==> src/rtl/apb_cmd_pkg.sv <==
// Shared types and default widths for the APB4 command requester.
// TIMEOUT_W follows the default ACCESS-phase cycle limit.
package apb_cmd_pkg;

    localparam int unsigned CMD_ADDR_W          = 12;
    localparam int unsigned CMD_DATA_W          = 32;
    localparam int unsigned CMD_STRB_W          = CMD_DATA_W / 8;
    localparam int unsigned TIMEOUT_CYCLES_DEF  = 256;
    localparam int unsigned TIMEOUT_W           = $clog2(TIMEOUT_CYCLES_DEF);

    typedef enum logic [1:0] {
        IDLE,
        SETUP,
        ACCESS,
        RESP
    } apb_state_e;

    typedef struct packed {
        logic                  write;
        logic [CMD_ADDR_W-1:0] addr;
        logic [CMD_DATA_W-1:0] wdata;
        logic [CMD_STRB_W-1:0] strb;
    } apb_cmd_t;

endpackage

==> src/rtl/apb_cmd_master.sv <==
// APB4 requester: one valid/ready command in, one SETUP/ACCESS transfer, one response out.
// Optional ACCESS-phase timeout enabled by defining APB_CMD_MASTER_TIMEOUT_EN.
module apb_cmd_master
    import apb_cmd_pkg::*;
#(
    parameter int unsigned ADDR_W         = 12,
    parameter int unsigned DATA_W         = 32,
    parameter logic [2:0]  PPROT_VAL      = 3'b000,
    parameter int unsigned TIMEOUT_CYCLES = 256
) (
    input  logic                sys_clk,
    input  logic                rst_n,
    input  logic                cmd_valid,
    output logic                cmd_ready,
    input  logic                cmd_write,
    input  logic [ADDR_W-1:0]   cmd_addr,
    input  logic [DATA_W-1:0]   cmd_wdata,
    input  logic [DATA_W/8-1:0] cmd_strb,
    output logic                rsp_valid,
    input  logic                rsp_ready,
    output logic [DATA_W-1:0]   rsp_rdata,
    output logic                rsp_err,
    output logic [ADDR_W-1:0]   paddr,
    output logic                pwrite,
    output logic                psel,
    output logic                penable,
    output logic [DATA_W/8-1:0] pstrb,
    output logic [DATA_W-1:0]   pwdata,
    output logic [2:0]          pprot,
    input  logic [DATA_W-1:0]   prdata,
    input  logic                pready,
    input  logic                pslverr
);

    localparam int unsigned STRB_W = DATA_W / 8;

    apb_state_e          state_q, state_d;
    logic                psel_q, psel_d;
    logic                penable_q, penable_d;
    logic                pwrite_q, pwrite_d;
    logic [ADDR_W-1:0]   paddr_q, paddr_d;
    logic [STRB_W-1:0]   pstrb_q, pstrb_d;
    logic [DATA_W-1:0]   pwdata_q, pwdata_d;
    logic                rsp_valid_q, rsp_valid_d;
    logic [DATA_W-1:0]   rsp_rdata_q, rsp_rdata_d;
    logic                rsp_err_q, rsp_err_d;

`ifdef APB_CMD_MASTER_TIMEOUT_EN
    localparam int unsigned CNT_W = (TIMEOUT_CYCLES > 1) ? $clog2(TIMEOUT_CYCLES) : 1;
    localparam logic [CNT_W-1:0] CNT_LAST = CNT_W'(TIMEOUT_CYCLES - 1);
    logic [CNT_W-1:0]    cnt_q, cnt_d;
`endif

    always_comb begin
        state_d     = state_q;
        psel_d      = psel_q;
        penable_d   = penable_q;
        pwrite_d    = pwrite_q;
        paddr_d     = paddr_q;
        pstrb_d     = pstrb_q;
        pwdata_d    = pwdata_q;
        rsp_valid_d = rsp_valid_q;
        rsp_rdata_d = rsp_rdata_q;
        rsp_err_d   = rsp_err_q;
`ifdef APB_CMD_MASTER_TIMEOUT_EN
        cnt_d       = cnt_q;
`endif
        case (state_q)
            IDLE: begin
                if (cmd_valid) begin
                    paddr_d   = cmd_addr;
                    pwrite_d  = cmd_write;
                    pwdata_d  = cmd_wdata;
                    pstrb_d   = cmd_write ? cmd_strb : '0;
                    psel_d    = 1'b1;
                    penable_d = 1'b0;
                    state_d   = SETUP;
                end
            end
            SETUP: begin
                penable_d = 1'b1;
                state_d   = ACCESS;
`ifdef APB_CMD_MASTER_TIMEOUT_EN
                cnt_d     = '0;
`endif
            end
            ACCESS: begin
                if (pready) begin
                    rsp_rdata_d = pwrite_q ? '0 : prdata;
                    rsp_err_d   = pslverr;
                    psel_d      = 1'b0;
                    penable_d   = 1'b0;
                    rsp_valid_d = 1'b1;
                    state_d     = RESP;
                end
`ifdef APB_CMD_MASTER_TIMEOUT_EN
                // Completer never answered: abandon the transfer and report an error.
                else if (cnt_q == CNT_LAST) begin
                    rsp_rdata_d = '0;
                    rsp_err_d   = 1'b1;
                    psel_d      = 1'b0;
                    penable_d   = 1'b0;
                    rsp_valid_d = 1'b1;
                    state_d     = RESP;
                end else begin
                    cnt_d = cnt_q + CNT_W'(1);
                end
`endif
            end
            RESP: begin
                if (rsp_ready) begin
                    rsp_valid_d = 1'b0;
                    state_d     = IDLE;
                end
            end
            default: state_d = IDLE;
        endcase
    end

    always_ff @(posedge sys_clk or negedge rst_n) begin
        if (!rst_n) begin
            state_q     <= IDLE;
            psel_q      <= 1'b0;
            penable_q   <= 1'b0;
            pwrite_q    <= 1'b0;
            paddr_q     <= '0;
            pstrb_q     <= '0;
            pwdata_q    <= '0;
            rsp_valid_q <= 1'b0;
            rsp_rdata_q <= '0;
            rsp_err_q   <= 1'b0;
`ifdef APB_CMD_MASTER_TIMEOUT_EN
            cnt_q       <= '0;
`endif
        end else begin
            state_q     <= state_d;
            psel_q      <= psel_d;
            penable_q   <= penable_d;
            pwrite_q    <= pwrite_d;
            paddr_q     <= paddr_d;
            pstrb_q     <= pstrb_d;
            pwdata_q    <= pwdata_d;
            rsp_valid_q <= rsp_valid_d;
            rsp_rdata_q <= rsp_rdata_d;
            rsp_err_q   <= rsp_err_d;
`ifdef APB_CMD_MASTER_TIMEOUT_EN
            cnt_q       <= cnt_d;
`endif
        end
    end

    // Gated by rst_n so no command is taken while reset is held.
    assign cmd_ready = rst_n && (state_q == IDLE);
    assign psel      = psel_q;
    assign penable   = penable_q;
    assign pwrite    = pwrite_q;
    assign paddr     = paddr_q;
    assign pstrb     = pstrb_q;
    assign pwdata    = pwdata_q;
    assign pprot     = PPROT_VAL;
    assign rsp_valid = rsp_valid_q;
    assign rsp_rdata = rsp_rdata_q;
    assign rsp_err   = rsp_err_q;

endmodule
==> config.mk <==
export PLATFORM = sky130hd
export DESIGN_NAME = apb_cmd_master
export DESIGN_NICKNAME = d
export VERILOG_FILES = /design/src/rtl/apb_cmd_pkg.sv /design/src/rtl/apb_cmd_master.sv
export SDC_FILE = /design/constraint.sdc
export NUM_CORES = 1
export LEC_CHECK = 0
export BUFFER_PORTS_ARGS = -buffer_cell sky130_fd_sc_hd__buf_2
export CORE_ASPECT_RATIO = 0.5
export CORE_MARGIN = 2
export CORE_UTILIZATION = 49
export CTS_CLUSTER_DIAMETER = 80
export DETAILED_ROUTE_END_ITERATION = 7
export MAX_ROUTING_LAYER = met4
export PLACE_DENSITY = 0.84
export SYNTH_ARGS = -nofsm -noshare
export SYNTH_HDL_FRONTEND = slang
export SYNTH_SLANG_ARGS = --single-unit
==> constraint.sdc <==
create_clock -name sys_clk -period 4.4 [get_ports sys_clk]
set_input_delay 0.22 -clock sys_clk [delete_from_list [all_inputs] [get_ports sys_clk]]
set_output_delay 0.22 -clock sys_clk [all_outputs]
set_load 0.02 [all_outputs]
==> run metrics, run 1 <==
Synth Instances=approximately 300; routability cong.=0.737; first-pass GRT wire length=approximately 12000 um; sequential fraction of the synthesis area=roughly three fifths; vias in the first global route=between 2k and 2.5k; commonest non-fill, non-tap cell in the layout=buf_2; Yosys warning total=0; RSZ-0062 raised after global routing=no; Critical Path End Type=register; Worst-Margin Slew=around 1 ns; Vias per Instance=~4.7; Pwr Density=between 800 and 900 nW/um2; TritonRoute pass-1 iters=4; area delta synth->final=33.6%; IO Pins=around 180; Area after DPL=about 4500 um2; outcome=finished clean; Max transition margin=between 30 and 40%; Post-DRT Antenna Nets=0; wirelength, routed=between 7000 and 8000 um; Final TNS setup=0 ns; total global-route track usage=~20%; Initial Util=about half; clk sinks=87; Fmax=roughly 490 MHz; Die Footprint=just over 8000 um2; internal power=roughly 2.4 mW; startpoint types=register; worst reg2reg path startpoint=state_q[0]; Die Y=~65 um; CP Class=reg -> reg; layout cells sized above 1=approximately half; fin crit share=46.7%; DRC viols=0; simple logic cell fraction of the synthesized area=12.2%; mux contribution to synthesized area=15.5%; syn avg cell area=between 10 and 15 um2; Clock Pin Slew Worst Setup and Hold Paths=0.06 ns; Die Wd=between 100 and 150 um; Setup Skew=0.00543 ns; grt total ovfl=0; Post-Synth XOR/XNOR Area=0%; leak pwr=approximately 2.5 nW; Post-CTS Resized=0; Critical Path Start=state_q[0]; drt initial violations=180; post-synthesis adder-cell area fraction=about 2.4%; Synth Area in Compound Gates=under 10%; # diodes=0; Clock Root Buffer=clkbuf_16; share of power burned in registers=a little over a third; H-tree levels=3; initial antenna violation count=0; cts bufs inserted=9; min Tclk post-route=2.06 ns; Hold Startpoint=cmd_wdata[8]; reg2reg end=rsp_err; core area=between 7000 and 8000 um2; CP max FO=66; Hold Crit Class=in -> reg; nets@finish=556; hold path depth=2; port buffer count=172; Seq cells post-synth=87; post-DP HPWL=~5600 um; largest family of logic cells by synthesized area=multiplexers; setup slack, reg-to-reg=2.34 ns; largest net degree at the start of global routing=67; Sw Ratio=around two fifths; post-CTS setup buffer count=0; design area=a little under 5000 um2; clock latency on the worst-skew pair=between 0.3 and 0.4 ns; Clk pwr share=between 20% and 30%; most frequent cells in the layout=buf_2, dfrtp_1, mux2_2, nand2_1, o21ai_0; Critical Path RT=around 4.6 ns; synth unique cells=26; Hold Crit Endpoint=pwdata[8]; Slew Viols, Final=0; Final Hold Vio Count=0; vias=around 2.6k; Netlist Area Pre-Place=3620 um2; Psw=roughly 1.5 mW; WL/cell=around 14 um; arrival time worst endpoint=about 2.3 ns; R2R depth=4; CTS tree=done; Longest Clk Path Bufs=2; Setup Viol. Count Final=0; row cnt=22; combinational power share=42.7%; maxcap violations=0; VDD IR-drop max=between 0.3 and 0.4 mV
==> Yosys cell counts <==
library cell	n	area (um2)
clkbuf_8	3	41.3
and2b_4	1	10.0
and2b_1	1	7.51
o22ai_1	1	6.26
a211oi_1	2	15.0
mux2i_1	2	20.0
nor2_1	1	3.75
mux2_1	1	11.3
o21ai_0	36	180
nand2_2	1	6.26
mux2_2	47	529
nor3_4	1	16.3
inv_1	3	11.3
clkbuf_1	5	18.8
and2_1	1	6.26
nand2b_1	32	200
nor2b_1	4	25.0
buf_2	5	25.0
nand2_1	43	161
conb_1	1	3.75
buf_6	1	11.3
nor3_1	1	5.00
a22o_1	1	8.76
ha_1	7	87.6
buf_4	4	30.0
dfrtp_1	87	2180
==> cell families after synthesis <==
| group | count (synthesis) |
|---|---|
| AO/OA/AOI/OAI | 40 |
| adder cells (fa/ha/maj) | 7 |
| buffers and inverters | 21 |
| flip-flops | 87 |
| multiplexers | 50 |
| other | 1 |
| AND/OR/NAND/NOR | 86 |
==> layer usage <==
metal / share of wire (%) / up-vias / track usage, %
met5: 0 / - / -
met4: 1.8 / 0 / 6.53
met3: 5.2 / 14 / 7.18
met2: 54 / 72 / 35.3
met1: 39 / 1256 / 21.2
li1: - / 1305 / -
==> sequential cells by signal (all words and copies together) (netlist names) <==
register   count
rsp_rdata     32
pwrite         1
rsp_valid      1
pstrb          4
paddr         12
penable        1
pwdata        32
rsp_err        1
psel           1
state_q        2
==> power groups by stage <==
stage	logic, mW	registers (mW)	clock network [mW]
2_1_floorplan	0.677	1.86	0
3_3_place_gp	1.63	1.40	0
3_5_place_dp	1.67	1.42	0
4_1_cts	1.68	1.41	0.837
5_1_grt	1.80	1.46	0.872
6_report	1.66	1.41	0.816
==> final cells by class <==
type,instances,area (um2)
clock inverters,3,65.1
flip-flops and latches,87,2180
fillers,583,2400
well taps,96,120
clock buffers,13,260
multi-input cells,186,1310
repair buffers,175,888
inverters,3,11.3
==> timing repair <==
action / in CTS / in global routing
endpoints found under the setup margin: 0 / 0
hold endpoints to repair: 36 / 0
hold buffers: 1 / 0
==> worst max path at each step <==
stage | to | slack (ns) | cells past startpoint
2_1_floorplan | state_q[1] | 2.85 | 5
3_3_place_gp | rsp_err | 2.41 | 4
3_5_place_dp | rsp_err | 2.35 | 4
4_1_cts | rsp_err | 2.34 | 4
5_1_grt | psel | 2.14 | 5
6_report | rsp_err | 2.34 | 4
==> metrics by stage <==
step | total power [mW] | std cells | hold slack [ns] | util (%) | setup slack, ns
final | 3.88 | 563 | 0.107 | 66.8 | 2.34
after global routing | 4.13 | 563 | 0.0983 | 66.8 | 2.14
after CTS | 3.93 | 563 | 0.0987 | 66.8 | 2.34
after detailed placement | 3.10 | 546 | 0.213 | 62.2 | 2.35
after global placement | 3.03 | 546 | 0.208 | 62.2 | 2.41
after floorplan | 2.54 | 294 | -0.0756 | - | 2.85
==> worst max-delay path, cell delays in order, from the launching register on <==
cell	delay (ns)
dfrtp_1	0.39
inv_1	0.12
ha_1	0.26
nand2_2	0.73
mux2_2	0.41
(Power assumes the default switching activity.)
==> run 2, diff against run 1 <==
CORE_UTILIZATION = 41   (was 49)
PLACE_DENSITY = 0.75   (was 0.84)
clock period = 1.81 ns   (was 4.4 ns; I/O delays follow)
==> run 2 against run 1 <==
Fmax is 21% higher; wire length increased by 11%; sequential cell count did not move; global-route usage fell by 1.3 points; worst setup slack worse by 2.2 ns; critical path depth is 1 higher; die area up 19%; clock skew is 0.0013 ns lower; count of clock-buffer cells in the layout up 1; first-iteration DRC count is 52% lower; sequential share of layout area down 3.4 points.
==> run metrics, run 2 (same netlist as run 1, synthesis figures left out) <==
outcome=finished clean; clock latency on the worst-skew pair=0.32 ns (-0.02 ns); area delta synth->final=44.7%; row cnt=24 (+9.1%); Post-DRT Antenna Nets=0 (unchanged); combinational power share=45.4% (+2.7 points); Die Wd=137 um (+9.0%); Setup Viol. Count Final=0 (unchanged); Max transition margin=47.1% (+13 points); Critical Path RT=2.02 ns (-2.60 ns); Final TNS setup=0 ns (unchanged); drt initial violations=87 (-52%); Sw Ratio=39.3% (+1.1 points); initial antenna violation count=0 (unchanged); total global-route track usage=18.6% (-1.3 points); Clock Pin Slew Worst Setup and Hold Paths=0.05 ns (about the same); H-tree levels=3 (unchanged); grt total ovfl=0 (unchanged); CP max FO=5 (-92%); internal power=5.61 mW (+130%); VDD IR-drop max=0.722 mV (+130%); Tot Pwr=9.24 mW (+140%); hold slack final=0.00401 ns (-0.103 ns); routability cong.=0.800 (+8.5%); placed cells=570 (+4.4%); clk sinks=87 (unchanged); Clk pwr share=17.5% (-3.5 points); nets@finish=598 (+7.6%); vias=2891 (+9.2%); arrival time worst endpoint=1.91 ns (-0.37 ns); RSZ-0062 raised after global routing=no; DRC viols=0 (unchanged); Die Footprint=9640 um2 (+19%); layout cells sized above 1=47.2% (-3.9 points); first-pass GRT wire length=13400 um (+12%); vias in the first global route=2787 (+14%); startpoint types=register; maxcap violations=0 (unchanged); most frequent cells in the layout=buf_2, dfrtp_1, mux2_2, nand2_1, dlygate4sd3_1; Hold Crit Class=in -> reg; Slew Viols, Final=0 (unchanged); Final Hold Vio Count=0 (unchanged); min Tclk post-route=1.70 ns (-0.360 ns); Finished Layout Cells=625 (+11%); Setup Skew=0.00409 ns (-0.00134 ns); # diodes=0 (unchanged); Longest Clk Path Bufs=2 (unchanged); Psw=3.63 mW (+140%); fin crit share=93.8% (+47 points); Reg area=2180 um2 (about the same); number of fill cells=710 (+22%); core area=8650 um2 (+19%); WL/cell=13.7 um (-0.15%); CTS tree=done; Critical Path End Type=register; IO Pins=176 (unchanged); CP Class=reg -> reg; area occupied by multi-input gates=1310 um2 (unchanged); TritonRoute pass-1 iters=4 (unchanged); Die Y=70.4 um (+8.7%); wirelength, routed=8550 um (+11%); share of power burned in registers=37.1% (+0.8 points); cts bufs inserted=9 (unchanged); Worst-Margin Slew=0.793 ns (-0.191 ns); post-DP HPWL=5810 um (+4.1%); commonest non-fill, non-tap cell in the layout=buf_2; leak pwr=2.66 nW (+6.1%); Vias per Instance=4.63 (-1.6%); port buffer count=172 (unchanged); Fmax=589 MHz (+21%); Clock Root Buffer=clkbuf_16; Pwr Density=1770 nW/um2 (+120%); largest net degree at the start of global routing=88 (+31%); Initial Util=41.8% (-8.1 points)
## run 2: cell types whose count changed in the layout (fill, tap and decap cells not counted)
cell	previous run	this run
clkbuf_1	2	4
bufinv_16	2	0
buf_12	0	2
buf_4	3	4
dfrtp_2	0	1
clkbuf_8	2	1
dfrtp_1	87	86
dlygate4sd3_1	1	40
## run 2: repair_timing
item | in CTS | in global routing
gates resized for setup | 0 | 1
hold buffers | 40 | 0
endpoints found under the hold margin | 126 | 0
endpoints found under the setup margin | 0 | 1
buffers inserted | 0 | 0
## run 2: worst paths after layout
kind	startpoint	endpoint	slack, ns	depth (start not counted)
max	state_q[0]	penable	0.11	5
min	cmd_wdata[18]	pwdata[18]	0.004	2
max reg2reg	state_q[0]	penable	0.11	5
min reg2reg	rsp_rdata[11]	rsp_rdata[11]	0.47	2
max in group asynchronous	rst_n	paddr[3]	1.08	3
min in group asynchronous	rst_n	pstrb[3]	0.38	3
## run 2: per-stage QoR
stage               utilization (%)  setup WS, ns  cell area (um2)
floorplan                         -         0.262             3630
global placement               52.9         0.169             4570
detailed placement             52.9         0.122             4570
CTS                            60.5        0.0977             5230
global route                   60.5        0.0295             5240
finish                         60.5         0.113             5240
## run 2: area by class of cell
cell class,count,area share [%]
clock buffer,14,4.85
clock inverter,1,0.0956
inverter,3,0.215
multi-input combinational,186,25.1
sequential,87,41.6
tap,117,2.80
timing repair buffer,217,25.3
## run 2: worst max-delay path, stage by stage (launching register included)
cell and delay, ns:
dfrtp_1 0.40, inv_1 0.12, ha_1 0.29, and2b_4 0.21, nor3_1 0.21, mux2_2 0.36
## run 2: routing by layer
| layer | wire [um] | vias up | global-route usage (%) |
|---|---|---|---|
| met1 | 3290 | 1405 | 19.7 |
| met4 | 221 | 0 | 7.67 |
| met5 | 0 | - | - |
| met3 | 310 | 20 | 4.14 |
| li1 | - | 1391 | - |
| met2 | 4730 | 75 | 33.6 |
## run 2: power groups by stage
stage                     clock network [mW]  logic (mW)  registers (mW)
after floorplan                            0        1.65            4.52
after global routing                    1.76        4.52            3.57
after global placement                     0        4.03            3.41
after CTS                               1.68        4.22            3.42
final                                   1.62        4.19            3.43
after detailed placement                   0        4.13            3.45
==> run 3, diff against run 2 <==
PLACE_DENSITY = not set   (was 0.75)
PLACE_DENSITY_LB_ADDON = 0.2   (was not set)
==> run 3 against run 2 <==
Clock power is 22% higher; first-iteration DRC count decreased by 5.7%; core utilization is 2.2 points higher; critical path depth unchanged; non-clock buffer count increased by 11; hold slack improved by 0.0079 ns; combinational power grew 2%; sequential power fell by 3%; power grew 3.7%; count of clock-buffer cells in the layout is 1 lower; clock skew is 0.0010 ns higher; register-to-register slack is essentially flat.
==> run metrics, run 3 (same netlist as run 1, synthesis figures left out) <==
CP max FO=5 (unchanged); worst reg2reg path startpoint=state_q[0]; core area=8650 um2 (unchanged); Setup Skew=0.00512 ns (+0.00104 ns); most frequent cells in the layout=buf_2, dfrtp_1, dlygate4sd3_1, mux2_2, nand2_1; Crit. path cell count=5 (unchanged); port buffer count=172 (unchanged); Critical Path Start=state_q[0]; Hold Startpoint=prdata[19]; vias in the first global route=2728 (-2.1%); Crit path largest cell delay=0.39 ns (about the same); RSZ-0062 raised after global routing=no; CP Class=reg -> reg; CP bufs+invs=1 (unchanged); clock latency on the worst-skew pair=0.33 ns (about the same); CP cell instances=inv_1 -> ha_1 -> and2b_1 -> nor3_4 -> mux2_1; Worst Setup EP=state_q[1]; Die Footprint=9640 um2 (unchanged); setup slack, reg-to-reg=0.12 ns (about the same); leak pwr=2.75 nW (+3.5%); Vias per Instance=4.39 (-5.1%); Longest Clk Path Bufs=2 (unchanged); initial antenna violation count=0 (unchanged); post-CTS setup buffer count=0 (unchanged); Tot Pwr=9.58 mW (+3.7%); arrival time worst endpoint=1.89 ns (-0.02 ns); WL/cell=12.6 um (-7.9%); CTS tree=done; Fmax=593 MHz (+0.60%); # diodes=0 (unchanged); Post-DRT Antenna Nets=0 (unchanged); routability cong.=0.753 (-5.8%); Final TNS setup=0 ns (unchanged); number of fill cells=693 (-2.4%); crit-path leading delay family=simple AND/OR/NAND/NOR gates; Slew Viols, Final=0 (unchanged); row cnt=24 (unchanged); drt initial violations=82 (-5.7%); area delta synth->final=49.9%; Die Y=70.4 um (unchanged); fin crit share=93.2% (-0.56 points); Clock Pin Slew Worst Setup and Hold Paths=0.06 ns (about the same); commonest non-fill, non-tap cell in the layout=buf_2; wirelength, routed=8030 um (-6.2%); min Tclk post-route=1.69 ns (-0.0101 ns); Final Hold Vio Count=0 (unchanged); layout cells sized above 1=46.7% (-0.51 points); Pwr Density=1770 nW/um2 (about the same); maxcap violations=0 (unchanged); largest net degree at the start of global routing=88 (unchanged); Setup Viol. Count Final=0 (unchanged); Hold Crit Class=in -> reg; TritonRoute pass-1 iters=4 (unchanged); post-DP HPWL=5240 um (-9.9%); clk sinks=87 (unchanged); Critical Path End Type=register; nets@finish=609 (+1.8%); vias=2797 (-3.3%); Critical Path RT=2.02 ns (about the same); H-tree levels=3 (unchanged); outcome=finished clean; total global-route track usage=17.6% (-1.0 points); DRC viols=0 (unchanged); startpoint types=register; Clock Root Buffer=clkbuf_16; VDD IR-drop max=0.677 mV (-6.3%); first-pass GRT wire length=12800 um (-4.6%); Die Wd=137 um (unchanged); CP max stage cell=dfrtp_1; cts bufs inserted=9 (unchanged); reg2reg end=state_q[1]; R2R depth=5 (unchanged); IO Pins=176 (unchanged); Initial Util=41.8% (unchanged); grt total ovfl=0 (unchanged)
[run 3: cell types whose count changed in the layout (fill, tap and decap cells not counted), sizes merged]
| cell | before | now |
|---|---|---|
| dlygate4sd3 | 40 | 50 |
| bufinv | 0 | 2 |
| buf | 177 | 178 |
| clkbuf | 14 | 13 |
[run 3: worst min path at each step]
stage	endpoint	slack, ns	cells after the start
final	rsp_rdata[19]	0.01	3
after detailed placement	rsp_rdata[6]	0.19	2
after floorplan	paddr[0]	-0.21	0
after global routing	rsp_rdata[12]	0.006	3
after CTS	rsp_rdata[13]	0.0004	3
after global placement	state_q[0]	0.19	2
[run 3: per-stage QoR]
stage          cell area, um2  hold slack, ns  util, %  worst slack, ns  instances
3_3_place_gp             4590           0.195     53.1            0.172        571
4_1_cts                  5420        0.000444     62.7            0.123        637
3_5_place_dp             4590           0.190     53.1            0.137        571
6_report                 5430          0.0119     62.7            0.123        637
2_1_floorplan            3630          -0.205        -            0.262        294
5_1_grt                  5430         0.00565     62.7           0.0434        637
[run 3: worst register-to-register path, cell delays in order (launching register included)]
cell	delay, ns
dfrtp_1	0.39
inv_1	0.11
ha_1	0.28
and2b_1	0.22
nor3_4	0.21
mux2_1	0.35
[run 3: final cells by class]
cell class	count	area, um2	share of cell area, %
flip-flops and latches	87	2180	40.1
repair buffers	228	1450	26.7
multi-input cells	186	1320	24.3
clock buffers	13	260	4.80
well taps	117	146	2.70
clock inverters	3	65.1	1.20
inverters	3	11.3	0.208
[run 3: routing by layer]
layer  wire [um]  vias to the layer above  global-route usage (%)
met4          90                        0                    5.04
met3         539                        9                    5.37
met5           0                        -                       -
li1            -                     1411                       -
met1        3510                     1283                    21.2
met2        3890                       94                    28.7
[run 3: what timing repair did]
action                                  CTS  global route
hold buffers                             50             0
endpoints found under the hold margin   136             0
gates resized for setup                   0             1
endpoints found under the setup margin    0            12
[run 3: where the power goes]
group	total, mW	internal, mW	switching [mW]
logic	4.27	1.80	2.46
registers	3.33	2.89	0.441
clock network	1.98	1.28	0.700
total	9.58	5.98	3.60
